## src/rtl/ahb_xip_rdbuf.sv

```systemverilog
// AHB-Lite read buffer in front of a 64-bit XIP flash controller.
// Holds one doubleword, answers hits with zero wait states and rejects writes with ERROR.
module ahb_xip_rdbuf #(
  parameter int TAG_W = 21,
  parameter int CNT_W = 16
) (
  input  logic             HCLK,
  input  logic             HRESET,
  input  logic             HSEL,
  input  logic [31:0]      HADDR,
  input  logic [1:0]       HTRANS,
  input  logic             HWRITE,
  input  logic             HREADY,
  output logic             HREADYOUT,
  output logic             HRESP,
  output logic [31:0]      HRDATA,
  output logic             M_HSEL,
  output logic [31:0]      M_HADDR,
  output logic [1:0]       M_HTRANS,
  output logic             M_HWRITE,
  output logic             M_HREADY,
  input  logic             M_HREADYOUT,
  input  logic [63:0]      M_HRDATA,
  input  logic             INV,
  input  logic             CNT_CLR,
  output logic [CNT_W-1:0] CNT_HIT,
  output logic [CNT_W-1:0] CNT_MISS
);

  typedef enum logic [2:0] {IDLE, ADDR, DATA, RESP, ERR1, ERR2} state_e;

  state_e             state_q, state_d;
  logic [31:2]        addr_q, addr_d;
  logic               write_q, write_d;
  logic               hit_q, hit_d;
  logic [63:0]        buf_q, buf_d;
  logic [TAG_W-1:0]   tag_q, tag_d;
  logic               valid_q, valid_d;
  logic [CNT_W-1:0]   hitCnt_q, hitCnt_d;
  logic [CNT_W-1:0]   missCnt_q, missCnt_d;
  logic               hreadyout_q, hreadyout_d;
  logic               hresp_q, hresp_d;
  logic               mSel_q, mSel_d;
  logic [31:0]        mAddr_q, mAddr_d;

  logic               xferValid;
  logic               canAccept;
  logic               newXfer;
  logic               lookupHit;
  logic               readHit;
  logic               readMiss;
  logic               load;

  // Lookup uses the valid bit as it stands this cycle, so a same-cycle INV cannot turn a hit into a miss.
  always_comb begin
    xferValid = HSEL & HREADY & HTRANS[1];
    canAccept = (state_q == IDLE) || (state_q == RESP) || (state_q == ERR2);
    newXfer   = canAccept & xferValid;
    lookupHit = valid_q && (tag_q == HADDR[TAG_W+2:3]);
    readHit   = newXfer & ~HWRITE & lookupHit;
    readMiss  = newXfer & ~HWRITE & ~lookupHit;
    load      = (state_q == DATA) & M_HREADYOUT;
  end

  always_comb begin
    state_d = state_q;
    case (state_q)
      IDLE, RESP, ERR2: begin
        if (newXfer && HWRITE)   state_d = ERR1;
        else if (readMiss)       state_d = ADDR;
        else                     state_d = IDLE;
      end
      ADDR:    state_d = M_HREADYOUT ? DATA : ADDR;
      DATA:    state_d = M_HREADYOUT ? RESP : DATA;
      ERR1:    state_d = ERR2;
      default: state_d = IDLE;
    endcase
  end

  always_comb begin
    addr_d    = newXfer ? HADDR[31:2] : addr_q;
    write_d   = newXfer ? HWRITE : write_q;
    hit_d     = newXfer ? lookupHit : hit_q;
    buf_d     = load ? M_HRDATA : buf_q;
    tag_d     = load ? addr_q[TAG_W+2:3] : tag_q;
    valid_d   = INV ? 1'b0 : (load ? 1'b1 : valid_q);

    hitCnt_d  = hitCnt_q;
    missCnt_d = missCnt_q;
    if (CNT_CLR) begin
      hitCnt_d  = '0;
      missCnt_d = '0;
    end else begin
      if (readHit && (hitCnt_q != '1))   hitCnt_d  = hitCnt_q + CNT_W'(1);
      if (readMiss && (missCnt_q != '1)) missCnt_d = missCnt_q + CNT_W'(1);
    end

    hreadyout_d = !((state_d == ADDR) || (state_d == DATA) || (state_d == ERR1));
    hresp_d     = (state_d == ERR1) || (state_d == ERR2);
    mSel_d      = (state_d == ADDR);
    mAddr_d     = (state_d == ADDR) ? {addr_d[31:3], 3'b000} : 32'h0;
  end

  always_ff @(posedge HCLK) begin
    if (HRESET) begin
      state_q     <= IDLE;
      addr_q      <= '0;
      write_q     <= 1'b0;
      hit_q       <= 1'b0;
      buf_q       <= '0;
      tag_q       <= '0;
      valid_q     <= 1'b0;
      hitCnt_q    <= '0;
      missCnt_q   <= '0;
      hreadyout_q <= 1'b1;
      hresp_q     <= 1'b0;
      mSel_q      <= 1'b0;
      mAddr_q     <= '0;
    end else begin
      state_q     <= state_d;
      addr_q      <= addr_d;
      write_q     <= write_d;
      hit_q       <= hit_d;
      buf_q       <= buf_d;
      tag_q       <= tag_d;
      valid_q     <= valid_d;
      hitCnt_q    <= hitCnt_d;
      missCnt_q   <= missCnt_d;
      hreadyout_q <= hreadyout_d;
      hresp_q     <= hresp_d;
      mSel_q      <= mSel_d;
      mAddr_q     <= mAddr_d;
    end
  end

  assign HREADYOUT = hreadyout_q;
  assign HRESP     = hresp_q;
  assign HRDATA    = addr_q[2] ? buf_q[63:32] : buf_q[31:0];
  assign M_HSEL    = mSel_q;
  assign M_HADDR   = mAddr_q;
  assign M_HTRANS  = mSel_q ? 2'b10 : 2'b00;
  assign M_HWRITE  = 1'b0;
  assign M_HREADY  = M_HREADYOUT;
  assign CNT_HIT   = hitCnt_q;
  assign CNT_MISS  = missCnt_q;

  // Registered for debug visibility; the FSM decides from the live address phase.
  logic unusedOk;
  assign unusedOk = ^{HADDR[1:0], HTRANS[0], write_q, hit_q};

endmodule

```

## config.mk

```make
export PLATFORM = sky130hd
export DESIGN_NAME = ahb_xip_rdbuf
export DESIGN_NICKNAME = d
export VERILOG_FILES = /design/src/rtl/ahb_xip_rdbuf.sv
export SDC_FILE = /design/constraint.sdc
export NUM_CORES = 1
export LEC_CHECK = 0
export CORE_AREA = 2 2 121 123
export CTS_BUF_LIST = sky130_fd_sc_hd__clkbuf_4
export DETAILED_ROUTE_END_ITERATION = 6
export DIE_AREA = 0 0 123 125
export GPL_TIMING_DRIVEN = 0
export HOLD_SLACK_MARGIN = 0.03
export PLACE_DENSITY_LB_ADDON = 0.1
export SETUP_SLACK_MARGIN = 0.15
export SYNTH_ARGS = -nofsm -noshare
export SYNTH_HDL_FRONTEND = slang
export SYNTH_SLANG_ARGS = --single-unit
export TNS_END_PERCENT = 100
```

## constraint.sdc

```tcl
create_clock -name HCLK -period 4.6 [get_ports HCLK]
set_input_delay 0.92 -clock HCLK [delete_from_list [all_inputs] [get_ports HCLK]]
set_output_delay 0.92 -clock HCLK [all_outputs]
set_load 0.01 [all_outputs]
```

==> key figures <==
Run status
  • Outcome: finished, final reports clean

Timing
  • Setup TNS: 0 ns
  • Min cycle time layout: 3.548 ns
  • Final worst slack: 1.052 ns
  • Relative slew slack: 47.00%
  • Worst Tran Pin Value: around 0.8 ns
  • # setup viols final: 0
  • Pins over their slew limit: 0
  • RSZ-0062 raised after global routing: false
  • Final hold vios: 0
  • Fin crit share: 77.12%
  • Final Skew: ~0.019 ns
  • Fmax: ~280 MHz

Setup path
  • Critical Path Source: addr_q[2]$_SDFFE_PP0N_
  • Worst Path Required: 3.68 ns
  • Critical Path, Cell by Cell: clkbuf_1 -> clkbuf_1 -> mux2_2 -> clkdlybuf4s50_1
  • Crit path kind: flop to primary output
  • WP data arrival: 2.63 ns
  • Max incr delay on CP: about 0.53 ns
  • Worst Path Buf+Inv: 3
  • Most frequent CP cell: clkbuf_1
  • CP max FO: 10
  • Crit end category: primary output
  • Crit start category: flop
  • Worst path top cell family by delay: buffers and inverters
  • R2r startpoint: tag_q[14]$_SDFFE_PP0P_
  • Cell at the slowest stage of the critical path: clkbuf_1

CTS
  • Num CTS Buffers: 17
  • Clk pin slew, worst setup/hold paths: 0.14 ns
  • Hold-fix buffers, CTS: 0
  • CTS resizes: 0
  • Clock buffer depth: 2
  • H-tree depth: 4
  • Post-CTS Setup Inserts: 0
  • Worst-Skew Late Latency: 0.57 ns
  • Root Buffer: clkbuf_4
  • CTS Sinks: 183
  • CTS tree: built

Logic synthesis
  • Ys Warns: 0
  • Async S/R FF share, synth: 0%
  • Cell variety after synth: 48
  • Ys flop type: dfxtp_1
  • Post-synth EDFFs: 0
  • Syn avg cell area: 8.717 sq um
  • Cell area after synthesis: 7331 sq um
  • Synth Register Bits: between 150 and 200
  • Post-synthesis cell count: 841
  • Post-synthesis sequential area ratio: 49.97%

Power
  • PD cells: 285.8 nW/um^2
  • Sw Pwr: 0.0006709 W
  • Leakage: 3.348 nW
  • VDD IR max: 0.2031 mV
  • Flop pwr share: between 50 and 60%
  • P_int: 0.002151 W
  • Final Power: roughly 0.0028 W
  • Combinational Power Share: 9.5%
  • Clk pwr share: 33.1%
  • Switching Share: 23.78%

Drt
  • DR vias: 6,627
  • Routed wire per std cell: about 15 um
  • Via/cell ratio: 5.255
  • Pre-Repair DR Iteration Count: 5
  • ANT nets after route: 0
  • Detailed Route WL: 19.35 mm
  • Drt drc: 0
  • Initial DRC count: approximately 300

Floorplanning
  • I/O Pins: 209
  • CORE AREA: 14,200 sq um
  • Initial Util: 51.61%
  • Die span in x: 123 um
  • Total die area: 15,380 sq um
  • Row cnt: 44
  • DIE HEIGHT: 125 um

Layout
  • Commonest cells after routing, fill and taps aside: 199 x clkdlybuf4s50_1, 185 x nand2_1, 183 x dfxtp_1, 111 x a21oi_1, 48 x nor2_1
  • Fill cells: 1,266
  • Commonest non-fill, non-tap cell in the layout: clkdlybuf4s50_1
  • Area grow syn2layout: 34.70%
  • Post-route non-filler standard cell count: 1,261
  • Fraction of layout cells with a size suffix above 1: just under 8%
  • NumNets Final: 1,171
  • Util after Layout: 69.52%

Worst hold path
  • Hold Path Origin: buf_q[25]$_SDFFE_PP0P_
  • Min-Delay Path Class: flop to flop

GRT
  • All-Layer GR Usage: 25.72%
  • Initial antenna violation count: 1
  • Largest net degree at the start of global routing: 17
  • Vias in the first global route: a little over 6k
  • First-pass GRT wire length: 30.93 mm
  • Total global routing overflow: 0

Placement
  • DP Worst Slack: 0.6814 ns
  • Inst Count DP: 1,228
  • Port bufs: between 150 and 200
  • Gpl congestion: 0.8288
  • Detail Placement HPWL: approximately 14 mm

Flow run
  • Max-cap viol count: 0
stage by stage:
step	cell area, sq um	hold slack, ns
CTS	9872	0.4625
global placement	9568	0.4360
finish	9874	0.4613
detailed placement	9568	0.4432
floorplan	7346	0.4312
global route	9874	0.4841
final timing paths:
| kind | end | slack [ns] | cells after the start |
|---|---|---|---|
| max reg2reg | M_HADDR[16]$_SDFF_PP0_ | 1.73 | 7 |
| min | buf_q[25]$_SDFFE_PP0P_ | 0.46 | 2 |
| max | HRDATA[10] | 1.05 | 4 |
| min reg2reg | buf_q[25]$_SDFFE_PP0P_ | 0.46 | 2 |
flip-flops by register name, summed over array words and instances, names as in the netlist:
signal,count
CNT_HIT,16
CNT_MISS,16
HREADYOUT,1
HRESP,1
M_HADDR,29
M_HSEL,1
addr_q,30
buf_q,64
state_q,3
tag_q,21
valid_q,1
metal layers:
| layer | track usage (%) | wire (um) | vias up |
|---|---|---|---|
| li1 | - | - | 3321 |
| met1 | 32.82 | 8472 | 3072 |
| met2 | 41.70 | 9274 | 206 |
| met3 | 7.026 | 1170 | 28 |
| met4 | 9.024 | 431 | 0 |
| met5 | 0 | 0 | - |
worst reg2reg max path: cells and delay by family (launching register included):
kind	cells	cell delay (ns)
buffers and inverters	1	0.48
flip-flops	1	0.35
AO/OA/AOI/OAI	2	0.73
AND/OR/NAND/NOR	3	1.01
XOR/XNOR	1	0.19
logic make-up after synthesis:
family / Yosys count / share of synthesized area, %
AO/OA/AOI/OAI: 144 / 11.01
XOR/XNOR: 26 / 3.106
adder cells (fa/ha/maj): 2 / 0.3413
buffers and inverters: 67 / 3.943
flip-flops: 183 / 49.97
multiplexers: 64 / 9.285
other: 1 / 0.05115
AND/OR/NAND/NOR: 354 / 22.29
synthesized netlist by cell type, types with 5 or more instances:
cell | instances | area, sq um
nor3_1 | 34 | 170.2
nor2_1 | 48 | 180.2
and3_1 | 12 | 75.07
a21oi_1 | 111 | 555.5
inv_1 | 5 | 18.77
nand4_1 | 13 | 81.33
mux2i_1 | 32 | 320.3
or4_1 | 15 | 112.6
nand3_1 | 19 | 95.09
o21ai_0 | 9 | 45.04
dfxtp_1 | 183 | 3664
xnor2_1 | 22 | 192.7
o31ai_1 | 11 | 82.58
mux2_2 | 32 | 360.4
buf_1 | 5 | 18.77
or3_1 | 8 | 50.05
nand2_1 | 185 | 694.4
buf_4 | 7 | 52.55
clkbuf_1 | 46 | 172.7
power by group through the flow:
| stage | Clock (W) | Sequential (W) | Combinational (W) |
|---|---|---|---|
| 6_report | 0.000934 | 0.00162 | 0.000269 |
| 5_1_grt | 0.00102 | 0.00162 | 0.000290 |
| 4_1_cts | 0.000958 | 0.00162 | 0.000269 |
| 3_5_place_dp | 0 | 0.00165 | 0.000268 |
| 3_3_place_gp | 0 | 0.00165 | 0.000267 |
| 2_1_floorplan | 0 | 0.00165 | 0.000115 |
area by class of cell:
class	instances	area, sq um	share of cell area [%]
Clock inverter	11	146.4	1.483
Buffer	62	270.3	2.737
Timing Repair Buffer	199	1992	20.17
Inverter	5	18.77	0.1901
Sequential cell	183	3664	37.10
Tap cell	184	230.2	2.331
Multi-Input combinational cell	595	3393	34.36
Clock buffer	21	157.7	1.597
Antenna cell	1	2.502	0.02534
No activity file was read; power rests on OpenSTA's default activity.
